==> src/rtl/fsm_control_pkg.sv <==
// Shared constants for the transaction-layer control FSM.
// The word counters and the bench use the same state encodings and threshold defaults.
package fsm_control_pkg;

  localparam logic [4:0] ST_RESET  = 5'b00001;
  localparam logic [4:0] ST_INIT   = 5'b00010;
  localparam logic [4:0] ST_IDLE   = 5'b00100;
  localparam logic [4:0] ST_ACTIVE = 5'b01000;
  localparam logic [4:0] ST_ERROR  = 5'b10000;

  localparam int unsigned N_FIFO_DEF          = 4;
  localparam int unsigned W_UMBRAL_DEF        = 3;
  localparam int unsigned UMBRAL_ALTO_RST_DEF = 6;
  localparam int unsigned UMBRAL_BAJO_RST_DEF = 1;

  typedef enum logic [4:0] {
    StReset  = ST_RESET,
    StInit   = ST_INIT,
    StIdle   = ST_IDLE,
    StActive = ST_ACTIVE,
    StError  = ST_ERROR
  } state_e;

endpackage

==> src/rtl/fsm_control.sv <==
// Main control FSM of the transaction layer: holds the FIFO thresholds,
// reports idle/active to the word counters and captures a sticky error vector.
module fsm_control
  import fsm_control_pkg::*;
#(
  parameter int unsigned N_FIFO          = N_FIFO_DEF,
  parameter int unsigned W_UMBRAL        = W_UMBRAL_DEF,
  parameter int unsigned UMBRAL_ALTO_RST = UMBRAL_ALTO_RST_DEF,
  parameter int unsigned UMBRAL_BAJO_RST = UMBRAL_BAJO_RST_DEF
) (
  input  logic                clk,
  input  logic                reset,
  input  logic                init,
  input  logic [W_UMBRAL-1:0] umbral_alto,
  input  logic [W_UMBRAL-1:0] umbral_bajo,
  input  logic [N_FIFO-1:0]   fifo_empty,
  input  logic [N_FIFO-1:0]   fifo_error,
  output logic [W_UMBRAL-1:0] umbral_alto_out,
  output logic [W_UMBRAL-1:0] umbral_bajo_out,
  output logic [4:0]          state,
  output logic                idle,
  output logic                active,
  output logic [N_FIFO-1:0]   error_out,
  output logic                cfg_err
);

  localparam logic [W_UMBRAL-1:0] AltoRst = W_UMBRAL'(UMBRAL_ALTO_RST);
  localparam logic [W_UMBRAL-1:0] BajoRst = W_UMBRAL'(UMBRAL_BAJO_RST);

  state_e              state_q, state_d;
  logic [W_UMBRAL-1:0] alto_q, alto_d;
  logic [W_UMBRAL-1:0] bajo_q, bajo_d;
  logic [N_FIFO-1:0]   err_q, err_d;
  logic                cfg_err_q, cfg_err_d;
  logic                idle_q, idle_d;
  logic                active_q, active_d;
  // Set while INIT may still evaluate a load; cleared by a rejected load
  // so that only a fresh init pulse triggers the next attempt.
  logic                armed_q, armed_d;

  always_comb begin
    state_d   = state_q;
    alto_d    = alto_q;
    bajo_d    = bajo_q;
    err_d     = err_q;
    cfg_err_d = cfg_err_q;
    armed_d   = armed_q;
    unique case (state_q)
      StReset: begin
        state_d = StInit;
        armed_d = 1'b1;
      end
      StInit: begin
        if (init) begin
          armed_d = 1'b1;
        end else if (armed_q) begin
          if (umbral_bajo < umbral_alto) begin
            alto_d    = umbral_alto;
            bajo_d    = umbral_bajo;
            cfg_err_d = 1'b0;
            state_d   = StIdle;
          end else begin
            cfg_err_d = 1'b1;
            armed_d   = 1'b0;
          end
        end
      end
      StIdle, StActive: begin
        if (|fifo_error) begin
          state_d = StError;
          err_d   = fifo_error;
        end else if (init) begin
          state_d = StInit;
          armed_d = 1'b1;
        end else if (&fifo_empty) begin
          state_d = StIdle;
        end else begin
          state_d = StActive;
        end
      end
      StError: begin
        err_d = err_q | fifo_error;
      end
      default: state_d = StReset;
    endcase
    idle_d   = (state_d == StIdle);
    active_d = (state_d == StActive);
  end

  always_ff @(posedge clk or posedge reset) begin
    if (reset) begin
      state_q   <= StReset;
      alto_q    <= AltoRst;
      bajo_q    <= BajoRst;
      err_q     <= '0;
      cfg_err_q <= 1'b0;
      idle_q    <= 1'b0;
      active_q  <= 1'b0;
      armed_q   <= 1'b0;
    end else begin
      state_q   <= state_d;
      alto_q    <= alto_d;
      bajo_q    <= bajo_d;
      err_q     <= err_d;
      cfg_err_q <= cfg_err_d;
      idle_q    <= idle_d;
      active_q  <= active_d;
      armed_q   <= armed_d;
    end
  end

  assign state           = state_q;
  assign umbral_alto_out = alto_q;
  assign umbral_bajo_out = bajo_q;
  assign error_out       = err_q;
  assign cfg_err         = cfg_err_q;
  assign idle            = idle_q;
  assign active          = active_q;

endmodule

==> config.mk <==
export PLATFORM = sky130hd
export DESIGN_NAME = fsm_control
export DESIGN_NICKNAME = d
export VERILOG_FILES = /design/src/rtl/fsm_control_pkg.sv /design/src/rtl/fsm_control.sv
export SDC_FILE = /design/constraint.sdc
export NUM_CORES = 1
export LEC_CHECK = 0
export ABC_AREA = 1
export CAP_MARGIN = 20
export CORE_MARGIN = 2
export CORE_UTILIZATION = 46
export CTS_CLUSTER_SIZE = 28
export DETAILED_ROUTE_END_ITERATION = 12
export HOLD_SLACK_MARGIN = 0.06
export PLACE_DENSITY = 0.87
export SYNTH_ARGS = -nofsm -noshare
export SYNTH_HDL_FRONTEND = slang
export SYNTH_SLANG_ARGS = --single-unit
==> constraint.sdc <==
create_clock -name clk -period 2.6 [get_ports clk]
set_input_delay 0.78 -clock clk [delete_from_list [all_inputs] [get_ports clk]]
set_output_delay 0.78 -clock clk [all_outputs]
set_load 0.01 [all_outputs]
==> results.cfg <==
[status]
status = finished clean

[clock_network]
cts_buffer_depth = 2
htreeDepth = 1
clockRootBuffer = clkbuf_4
cts_hold_buf = 0
cts_buffers = 3
post_cts_buffers = 0
cts_tree = built
cts_num_sinks = 19
post_cts_resized = 0
clk_latency_ns = 0.30
clk_pin_slew_worst_paths_ns = 0.11

[layout]
multiInputGateArea_sq_um = 424.2
seq_area_sq_um = 480.5
layout_common_cells = nand2_1 (38), clkdlybuf4s50_1 (34), dfrtp_1 (15), inv_1 (11), nand3_1 (11)
drive_gt1_share_pct = 16.67
area_delta_synth_final_pct = 40.47
final_common_cell = nand2_1
diodes = 0
final_util_pct = 69.07
fin_cells = 177
nFillCells = 165
finish.net_count = 170

[floorplanning]
die_h_um = 49.80
chipWidth_um = 49.80
core_area_sq_mm = 0.001962
ios = 35
dieArea_sq_mm = 0.002480
rows = 16
start_util_pct = 49.17

[detailed_routing]
ant_nets = 0
wl_mm = 1.998
wl_per_cell_um = 11.29
dr.first_iter.drc_count = 20
vias_per_cell = 4.836
dr_total_vias = 856
dr.pass1.iters = 4
drc = 0

[critical_path]
crit_arrival_ns = 1.43
r2r_start = state[3]
cp_cell_sequence = clkdlybuf4s50_1
worstSetupStartpointType = register
cp_slowest_stage_delay_ns = 0.58
cp-startpoint = state[0]
cp.required_ns = 1.82
end_kind = primary output
crit_family = flip-flops
slowest_stage = dfstp_2
crit_type = register to primary output
cp_max_fo = 4
path_buf_inv = 1

[yosys]
syn-cell-area_sq_um = 964.7
synth.distinct_cells = 21
ys_seq_area_share_pct = 49.81
synth_area_leader_cell = dfrtp_1
syn_avg_cell_area_sq_um = 8.537
yosysWarnings = 0
syn_inst = 113
ys_ff_latch = 19
synth_top_area_share_pct = 38.91
synth_area_leaders = dfrtp_1 (39%), nand2_1 (15%), dfstp_2 (11%)
synth_nets = 132

[global_routing]
track_usage_pct = 18.11
grt_start_max_net_pins = 20
grt_pass1_vias = 794
grt-ovfl-total = 0
antenna_found_initial = 0
grt_pass1_wl_mm = 3.381

[sta]
finalSetupViolations = 0
tightest_slew_ns = 0.6858
final_max_slew_viol_count = 0
maxSlewHeadroom_pct = 54.23
post-route-period-util_pct = 84.91
finalHoldViolations = 0
skew_ns = 0.005892
rsz0062_at_grt = no
min_period_ns = 2.208
setup_tns_ns = 0
clock.fmax_mhz = 453.0
fin_hold_ws_ns = 0.4732

[placement]
numPortBuffers = 34
gp_congestion = 0.7470
place_inst = 173
dpl.hpwl_mm = 1.630

[power]
power_density_mw_per_mm2 = 376.4
finalPower_mw = 0.5100
seq_power_share_pct = 58.0
switchingPower_mw = 0.1262
p_int_mw = 0.3838
clockPowerShare_pct = 30.0
combPwrFrac_pct = 12.0
irDropWorstVdd_mv = 0.3220
power.leakage_nw = 0.6664
switching_share_pct = 24.75

[min_path]
hp-start = umbral_bajo_out[0]
hold_path.class = register to register

[job]
maxCapViolations = 0
power groups by stage:
stage                     sequential, mW  clock, mW  combinational [mW]
after floorplan                    0.301          0              0.0296
after global placement             0.301          0              0.0594
after detailed placement           0.301          0              0.0614
after CTS                          0.296      0.152              0.0617
final                              0.296      0.153              0.0611
after global routing               0.296      0.163              0.0674
metal layers:
| layer | global-route usage, % | up-vias | wire length, um | part of all wire [%] |
|---|---|---|---|---|
| met2 | 29.33 | 23 | 1041 | 52 |
| met4 | 11.57 | 0 | 68 | 3.4 |
| met1 | 22.83 | 399 | 814 | 41 |
| met5 | 0 | - | 0 | 0 |
| li1 | - | 427 | - | - |
| met3 | 2.121 | 7 | 74 | 3.7 |
final cells by class:
class                      count  area share [%]
timing repair buffer          34           25.12
tap                           27           2.493
clock buffer                   3           1.662
multi-input combinational     80           31.30
clock inverter                 1          0.3693
sequential                    19           35.46
inverter                      13           3.601
cells by family (layout without fill, tap and decap cells):
| logic type | count (synthesis) | after routing | synth area share (%) |
|---|---|---|---|
| AO/OA/AOI/OAI | 7 | 7 | 5.188 |
| adder cells (fa/ha/maj) | 2 | 2 | 2.594 |
| buffers and inverters | 14 | 51 | 6.226 |
| flip-flops | 19 | 19 | 49.81 |
| AND/OR/NAND/NOR | 71 | 71 | 36.19 |
per-stage QoR:
stage,setup WS (ns),area [sq um]
after floorplan,0.7768,964.7
after global placement,0.2131,1328
after detailed placement,0.1445,1328
after CTS,0.3898,1355
after global routing,0.3412,1355
final,0.3924,1355
sequential cells by signal, indices dropped and copies added (netlist names):
name	count
active	1
armed_q	1
cfg_err	1
error_out	4
idle	1
state	5
umbral_alto_out	3
umbral_bajo_out	3
Yosys cell counts:
library cell  count
a21oi_2           3
inv_1            11
o21ai_0           1
o21ai_1           2
dfstp_2           4
nor2_8            1
nor3_1            1
nand2_4           2
nor2_1            8
nor2_4            2
nand3b_1          1
nor2_2            2
nand3_1          11
o21ai_2           1
nand2_1          38
nand2_2           4
dfrtp_1          15
nand4_1           1
inv_2             2
buf_6             1
ha_1              2
worst paths after layout:
kind                            slack [ns]            endpoint  cells past startpoint
worst max-delay path                  0.39            state[0]                      1
worst min-delay path                  0.47  umbral_bajo_out[0]                      2
worst max register to register        1.27  umbral_bajo_out[2]                      6
worst min register to register        0.47  umbral_bajo_out[0]                      2
max in group asynchronous             1.30  umbral_bajo_out[2]                      2
min in group asynchronous             0.87            state[1]                      2
No activity file was read; power rests on OpenSTA's default activity.
